<file path="config.mk">
export PLATFORM = sky130hd
export DESIGN_NAME = ysyx_22040931_idu_imm_ctrl
export DESIGN_NICKNAME = d
export VERILOG_FILES = /design/src/rtl/ysyx_22040931_idu_imm_ctrl_pkg.sv /design/src/rtl/ysyx_22040931_imm_gen.sv /design/src/rtl/ysyx_22040931_imm_sel.sv /design/src/rtl/ysyx_22040931_idu_imm_ctrl.sv
export SDC_FILE = /design/constraint.sdc
export NUM_CORES = 1
export LEC_CHECK = 0
export CAP_MARGIN = 20
export CORE_UTILIZATION = 52
export CTS_CLUSTER_SIZE = 12
export DETAILED_ROUTE_END_ITERATION = 7
export PLACE_DENSITY = 0.86
export SETUP_SLACK_MARGIN = 0.2
export SYNTH_ARGS = -nofsm -noshare
export SYNTH_HDL_FRONTEND = slang
export SYNTH_SLANG_ARGS = --single-unit
</file>
<file path="constraint.sdc">
create_clock -name clk -period 7.2 [get_ports clk]
set_clock_uncertainty 0.1 [all_clocks]
set_input_delay 1.8 -clock clk [delete_from_list [all_inputs] [get_ports clk]]
set_output_delay 1.8 -clock clk [all_outputs]
set_load 0.1 [all_outputs]
</file>
<file path="src/rtl/ysyx_22040931_idu_imm_ctrl_pkg.sv">
//------------------------------------------------------------------------------
// Module  : ysyx_22040931_idu_imm_ctrl_pkg
// Brief   : Shared immediate-type encodings, RV opcode constants, XLEN default
// Revision: 1.0
//------------------------------------------------------------------------------
`timescale 1ns/1ps
`default_nettype none

package ysyx_22040931_idu_imm_ctrl_pkg;

  localparam int XLEN_DEFAULT = 64;

  typedef enum logic [2:0] {
    IMM_NONE = 3'd0,
    IMM_I    = 3'd1,
    IMM_S    = 3'd2,
    IMM_B    = 3'd3,
    IMM_J    = 3'd4,
    IMM_U    = 3'd5
  } imm_type_e;

  localparam logic [6:0] OPC_LOAD     = 7'b0000011;
  localparam logic [6:0] OPC_OP_IMM   = 7'b0010011;
  localparam logic [6:0] OPC_OP_IMM32 = 7'b0011011;
  localparam logic [6:0] OPC_JALR     = 7'b1100111;
  localparam logic [6:0] OPC_SYSTEM   = 7'b1110011;
  localparam logic [6:0] OPC_MISC_MEM = 7'b0001111;
  localparam logic [6:0] OPC_STORE    = 7'b0100011;
  localparam logic [6:0] OPC_BRANCH   = 7'b1100011;
  localparam logic [6:0] OPC_JAL      = 7'b1101111;
  localparam logic [6:0] OPC_LUI      = 7'b0110111;
  localparam logic [6:0] OPC_AUIPC    = 7'b0010111;
  localparam logic [6:0] OPC_OP       = 7'b0110011;
  localparam logic [6:0] OPC_OP32     = 7'b0111011;

  // Decoded payload carried alongside each buffered beat.
  typedef struct packed {
    logic [31:0] instr;
    imm_type_e   imm_type;
    logic        illegal;
  } dec_t;

endpackage

`default_nettype wire

</file>
<file path="src/rtl/ysyx_22040931_imm_gen.sv">
//------------------------------------------------------------------------------
// Module  : ysyx_22040931_imm_gen
// Brief   : Core immediate generator, fed instr[31:7] and the immediate type
// Revision: 1.0
//------------------------------------------------------------------------------
`timescale 1ns/1ps
`default_nettype none

module ysyx_22040931_imm_gen
  import ysyx_22040931_idu_imm_ctrl_pkg::*;
#(
  parameter int XLEN = XLEN_DEFAULT
) (
  input  logic [24:0]     instr_hi,
  input  logic [2:0]      imm_type,
  output logic [XLEN-1:0] imm
);

  // instr_hi[k] holds instr[k+7]
  logic [11:0] w_imm_i;
  logic [11:0] w_imm_s;
  logic [12:0] w_imm_b;
  logic [20:0] w_imm_j;
  logic [31:0] w_imm_u;

  assign w_imm_i = instr_hi[24:13];
  assign w_imm_s = {instr_hi[24:18], instr_hi[4:0]};
  assign w_imm_b = {instr_hi[24], instr_hi[0], instr_hi[23:18], instr_hi[4:1], 1'b0};
  assign w_imm_j = {instr_hi[24], instr_hi[12:5], instr_hi[13], instr_hi[23:14], 1'b0};
  assign w_imm_u = {instr_hi[24:5], 12'b0};

  always_comb begin
    imm = '0;
    case (imm_type)
      IMM_I:   imm = {{(XLEN-12){w_imm_i[11]}}, w_imm_i};
      IMM_S:   imm = {{(XLEN-12){w_imm_s[11]}}, w_imm_s};
      IMM_B:   imm = {{(XLEN-13){w_imm_b[12]}}, w_imm_b};
      IMM_J:   imm = {{(XLEN-21){w_imm_j[20]}}, w_imm_j};
      IMM_U:   imm = {{(XLEN-32){w_imm_u[31]}}, w_imm_u};
      default: imm = '0;
    endcase
  end

endmodule

`default_nettype wire

</file>
<file path="src/rtl/ysyx_22040931_imm_sel.sv">
//------------------------------------------------------------------------------
// Module  : ysyx_22040931_imm_sel
// Brief   : Combinational opcode classifier -> immediate type and illegal flag
// Revision: 1.0
//------------------------------------------------------------------------------
`timescale 1ns/1ps
`default_nettype none

module ysyx_22040931_imm_sel
  import ysyx_22040931_idu_imm_ctrl_pkg::*;
(
  input  logic [6:0] opcode,
  output logic [2:0] imm_type,
  output logic       illegal
);

  always_comb begin
    imm_type = IMM_NONE;
    illegal  = 1'b1;
    if (opcode[1:0] == 2'b11) begin
      case (opcode)
        OPC_LOAD, OPC_OP_IMM, OPC_OP_IMM32,
        OPC_JALR, OPC_SYSTEM, OPC_MISC_MEM: begin
          imm_type = IMM_I;
          illegal  = 1'b0;
        end
        OPC_STORE: begin
          imm_type = IMM_S;
          illegal  = 1'b0;
        end
        OPC_BRANCH: begin
          imm_type = IMM_B;
          illegal  = 1'b0;
        end
        OPC_JAL: begin
          imm_type = IMM_J;
          illegal  = 1'b0;
        end
        OPC_LUI, OPC_AUIPC: begin
          imm_type = IMM_U;
          illegal  = 1'b0;
        end
        OPC_OP, OPC_OP32: begin
          illegal  = 1'b0;
        end
        default: begin
          imm_type = IMM_NONE;
          illegal  = 1'b1;
        end
      endcase
    end
  end

endmodule

`default_nettype wire

</file>
<file path="src/rtl/ysyx_22040931_idu_imm_ctrl.sv">
//------------------------------------------------------------------------------
// Module  : ysyx_22040931_idu_imm_ctrl
// Brief   : Decode-stage immediate controller with 2-entry skid buffer
// Revision: 1.0
//------------------------------------------------------------------------------
`timescale 1ns/1ps
`default_nettype none

module ysyx_22040931_idu_imm_ctrl
  import ysyx_22040931_idu_imm_ctrl_pkg::*;
#(
  parameter int XLEN = XLEN_DEFAULT
) (
  input  logic            clk,
  input  logic            rst_n,
  input  logic            in_valid,
  output logic            in_ready,
  input  logic [31:0]     in_instr,
  input  logic [XLEN-1:0] in_pc,
  input  logic            flush,
  output logic            out_valid,
  input  logic            out_ready,
  output logic [XLEN-1:0] out_pc,
  output logic [31:0]     out_instr,
  output logic [2:0]      out_imm_type,
  output logic [XLEN-1:0] out_imm,
  output logic            out_illegal,
  output logic [1:0]      occupancy
);

  localparam dec_t DEC_RESET = '{instr: 32'd0, imm_type: IMM_NONE, illegal: 1'b0};

  logic            r_head_valid;
  logic [XLEN-1:0] r_head_pc;
  dec_t            r_head_dec;
  logic            r_skid_valid;
  logic [XLEN-1:0] r_skid_pc;
  dec_t            r_skid_dec;

  logic            w_accept;
  logic            w_fire;
  logic [2:0]      w_sel_type;
  logic            w_sel_illegal;
  dec_t            w_in_dec;

  ysyx_22040931_imm_sel u_imm_sel (
    .opcode   (in_instr[6:0]),
    .imm_type (w_sel_type),
    .illegal  (w_sel_illegal)
  );

  assign w_in_dec = '{instr: in_instr, imm_type: imm_type_e'(w_sel_type), illegal: w_sel_illegal};

  // in_ready is a pure function of state, so back-pressure never forms a comb path
  assign in_ready = ~r_skid_valid;
  assign w_accept = in_valid & in_ready;
  assign w_fire   = r_head_valid & out_ready;

  always_ff @(posedge clk or negedge rst_n) begin
    if (!rst_n) begin
      r_head_valid <= 1'b0;
      r_head_pc    <= '0;
      r_head_dec   <= DEC_RESET;
      r_skid_valid <= 1'b0;
      r_skid_pc    <= '0;
      r_skid_dec   <= DEC_RESET;
    end else if (flush) begin
      r_head_valid <= 1'b0;
      r_skid_valid <= 1'b0;
    end else if (!r_head_valid || w_fire) begin
      if (r_skid_valid) begin
        // skid full implies in_ready low, so no new beat competes here
        r_head_valid <= 1'b1;
        r_head_pc    <= r_skid_pc;
        r_head_dec   <= r_skid_dec;
        r_skid_valid <= 1'b0;
      end else begin
        r_head_valid <= w_accept;
        if (w_accept) begin
          r_head_pc  <= in_pc;
          r_head_dec <= w_in_dec;
        end
      end
    end else if (w_accept) begin
      r_skid_valid <= 1'b1;
      r_skid_pc    <= in_pc;
      r_skid_dec   <= w_in_dec;
    end
  end

  ysyx_22040931_imm_gen #(
    .XLEN (XLEN)
  ) u_imm_gen (
    .instr_hi (r_head_dec.instr[31:7]),
    .imm_type (r_head_dec.imm_type),
    .imm      (out_imm)
  );

  assign out_valid    = r_head_valid;
  assign out_pc       = r_head_pc;
  assign out_instr    = r_head_dec.instr;
  assign out_imm_type = r_head_dec.imm_type;
  assign out_illegal  = r_head_dec.illegal;
  assign occupancy    = {1'b0, r_head_valid} + {1'b0, r_skid_valid};

endmodule

`default_nettype wire

</file>
==> flow_summary.toml <==
[run_status]
status = "completed"

[power_and_ir_drop]
power_density_mw_per_mm2 = 377
p_leak_nw = 5.38
power.total_mw = 4.74
peakVddDrop_v = 0.000324

[timing]
holdWs_ps = 381
worst_pin_slew_ps = 1090
max_freq_ghz = 0.187
post-route-period-util = 0.741
setup_viol = 0
hold_viol_final = 0
slew_violations = 0
rsz0062_at_grt = "no"
setup_tns_ps = 0
fin_crit_ps = 5340
slew_headroom = 0.274
setup_slack_ps = 1860

[synth]
ys_types = 42
synth.top_cells.by_area = "dfrtp_1, mux2i_1, mux2_4"
netlist_area_mm2 = 0.00942
async_flop_share = 1.00
synth_edf_count = 0
synth_nets = 877
seq_area_frac_synth = 0.537
synthCells = 775
synth_seq_cells = 202
synth_top_area_cell = "dfrtp_1"
synth_top_area_frac = 0.537
synth_top_flop_cell = "dfrtp_1"
synth-warning-count = 0
syn_area_per_cell_um2 = 12.2

[routing]
ant_nets = 0
detail_route.wl_per_cell_um = 18.2
dr.pass1.iters = 4
num_vias = 6639
viasPerCell = 5.42
wl_mm = 22.3
drc = 0
first_iter_violations = 318

[finish]
final_util = 0.720
fill_cells = 1245
n_antenna_cell = 0
drive_gt1_frac = 0.144
area_growth_pct = 33.6
final_net_count = 1095
fin_area_mm2 = 0.0126
fin_cells = 1225

[floorplanning]
die_height_um = 137
fp.coreArea_mm2 = 0.0175
fp.dieW_um = 137
start_util = 0.539
rows = 48
ios = 269
dieArea_mm2 = 0.0187

[grt]
first_global_vias = 6576
antenna_found_initial = 0
track_usage = 0.236
grt_pass1_wl_mm = 34.4
grt_max_degree = 109
grt_overflow = 0

[min_path]
hp-class = "flip-flop to flip-flop"
hold_path_depth = 2
worstHoldStart = "r_skid_dec[3]"
min_to = "r_skid_dec[3]"

[clock_tree]
cts_resized = 0
cts_setup_buffers = 0
cts_buffer_depth = 3
cts_hold_buf = 0
cts_tree = "built"
cts_buffers = 21
numClockSinks = 202
htreeDepth = 1
path_clk_slew_ps = 60
cts_root_buffer = "clkbuf_16"
insertion_delay_ps = 490

[critical_path]
crit_chain = "nor2b_1 > and2_1 > a21o_1 > clkdlybuf4s50_1"
crit_type = "flip-flop to primary output"
crit_path_max_incr_delay_ps = 1130
rrSetupSlack_ps = 3920
end_kind = "primary output"
crit_path_top_delay_cell = "clkdlybuf4s50_1"
worstRegToRegCells = 6
worst_setup_path_start_kind = "flip-flop"
r2r_start = "r_skid_valid"
r2r-end = "r_skid_dec[7]"
required_ps = 5300
worstPathArrival_ps = 3440
cp_max_fo = 11

[placement]
place_area_mm2 = 0.0119
dpl.cell_count = 1192
place_hpwl_mm = 14.9
place_congestion = 0.797
portBuffers = 268
post-place-ws_ps = 1790

[flow_run]
maxCapViolCount = 0
## cell families after synthesis
group,after synthesis,synth area share
buffers and inverters,88,0.0604
DFF,202,0.537
muxes,193,0.243
xor gates and xnor gates,2,0.00266
and+or+nand+nor,147,0.0691
adders and majority gates,1,0.00133
AOI/OAI and AO/OA,142,0.0871
## cell usage after synthesis, types with 4 or more instances
cell type  count
and2_1         8
a32o_1         4
buf_4         34
mux2_4        63
o21ai_0        4
nor2_1       108
nand2b_1       5
mux2i_1       97
mux2_2        33
nand2_1        9
buf_6          8
a21o_1        19
dfrtp_1      202
a21oi_1      101
buf_2         41
## cells in the final DEF, fill, tap and decap left out, types with 2 or more instances in the layout
| cell type | instances |
|---|---|
| a21o_1 | 19 |
| nand3_1 | 2 |
| mux2_4 | 63 |
| clkdlybuf4s50_1 | 267 |
| o211ai_1 | 3 |
| clkbuf_16 | 21 |
| a21oi_1 | 101 |
| nor3_1 | 2 |
| dfrtp_1 | 201 |
| clkbuf_1 | 5 |
| nand2b_1 | 5 |
| clkbuf_8 | 4 |
| a31oi_1 | 3 |
| nand2_1 | 9 |
| inv_1 | 3 |
| a21boi_0 | 2 |
| nor2_1 | 107 |
| a32o_1 | 4 |
| o21ai_0 | 4 |
| nor3b_1 | 2 |
| buf_4 | 8 |
| buf_12 | 2 |
| mux2_2 | 33 |
| and2_1 | 8 |
| mux2i_1 | 97 |
| nor2_2 | 2 |
## worst max path at each step
stage	startpoint	to	depth (start not counted)
global placement	out_imm_type[2]	out_imm[41]	4
floorplan	out_imm_type[2]	out_imm[32]	6
global route	out_imm_type[2]	out_imm[53]	5
detailed placement	out_imm_type[2]	out_imm[53]	4
CTS	out_imm_type[2]	out_imm[53]	4
finish	out_imm_type[2]	out_imm[20]	4
## per-layer routing
layer / vias to the layer above / global-route usage / routed length, µm
met5: - / 0 / 0
met4: 0 / 0.0728 / 443
met3: 31 / 0.0596 / 1550
met2: 213 / 0.394 / 10800
met1: 3308 / 0.302 / 9500
li1: 3087 / - / -
## layout make-up
type                            instances  area (µm²)  share of cell area
Clock buffer                           29         586              0.0465
Clock inverter                          1        5.00            0.000398
Inverter                                3        11.3            0.000895
Multi-Input combinational cell        485        3810               0.303
Sequential cell                       202        5060               0.402
Tap cell                              225         282              0.0224
Timing Repair Buffer                  280        2830               0.225
## worst max-delay path: cells and delay by family, from the launching register on
| family | cells | cell delay (ps) |
|---|---|---|
| and+or+nand+nor | 2 | 1050 |
| DFF | 1 | 600 |
| buffers and inverters | 1 | 1130 |
| AOI/OAI and AO/OA | 1 | 180 |
## power breakdown
part / internal [mW] / switching (mW)
Sequential: 1.37 / 0.154
Combinational: 0.603 / 1.65
Clock: 0.558 / 0.411
Total: 2.53 / 2.21
## flip-flops by register name, indices dropped and copies added (netlist names)
signal	flops
r_skid_valid	1
out_illegal	1
out_imm_type	3
out_pc	64
out_valid	1
out_instr	32
r_skid_pc	64
r_skid_dec	36
No activity file was read; power rests on OpenSTA's default activity.
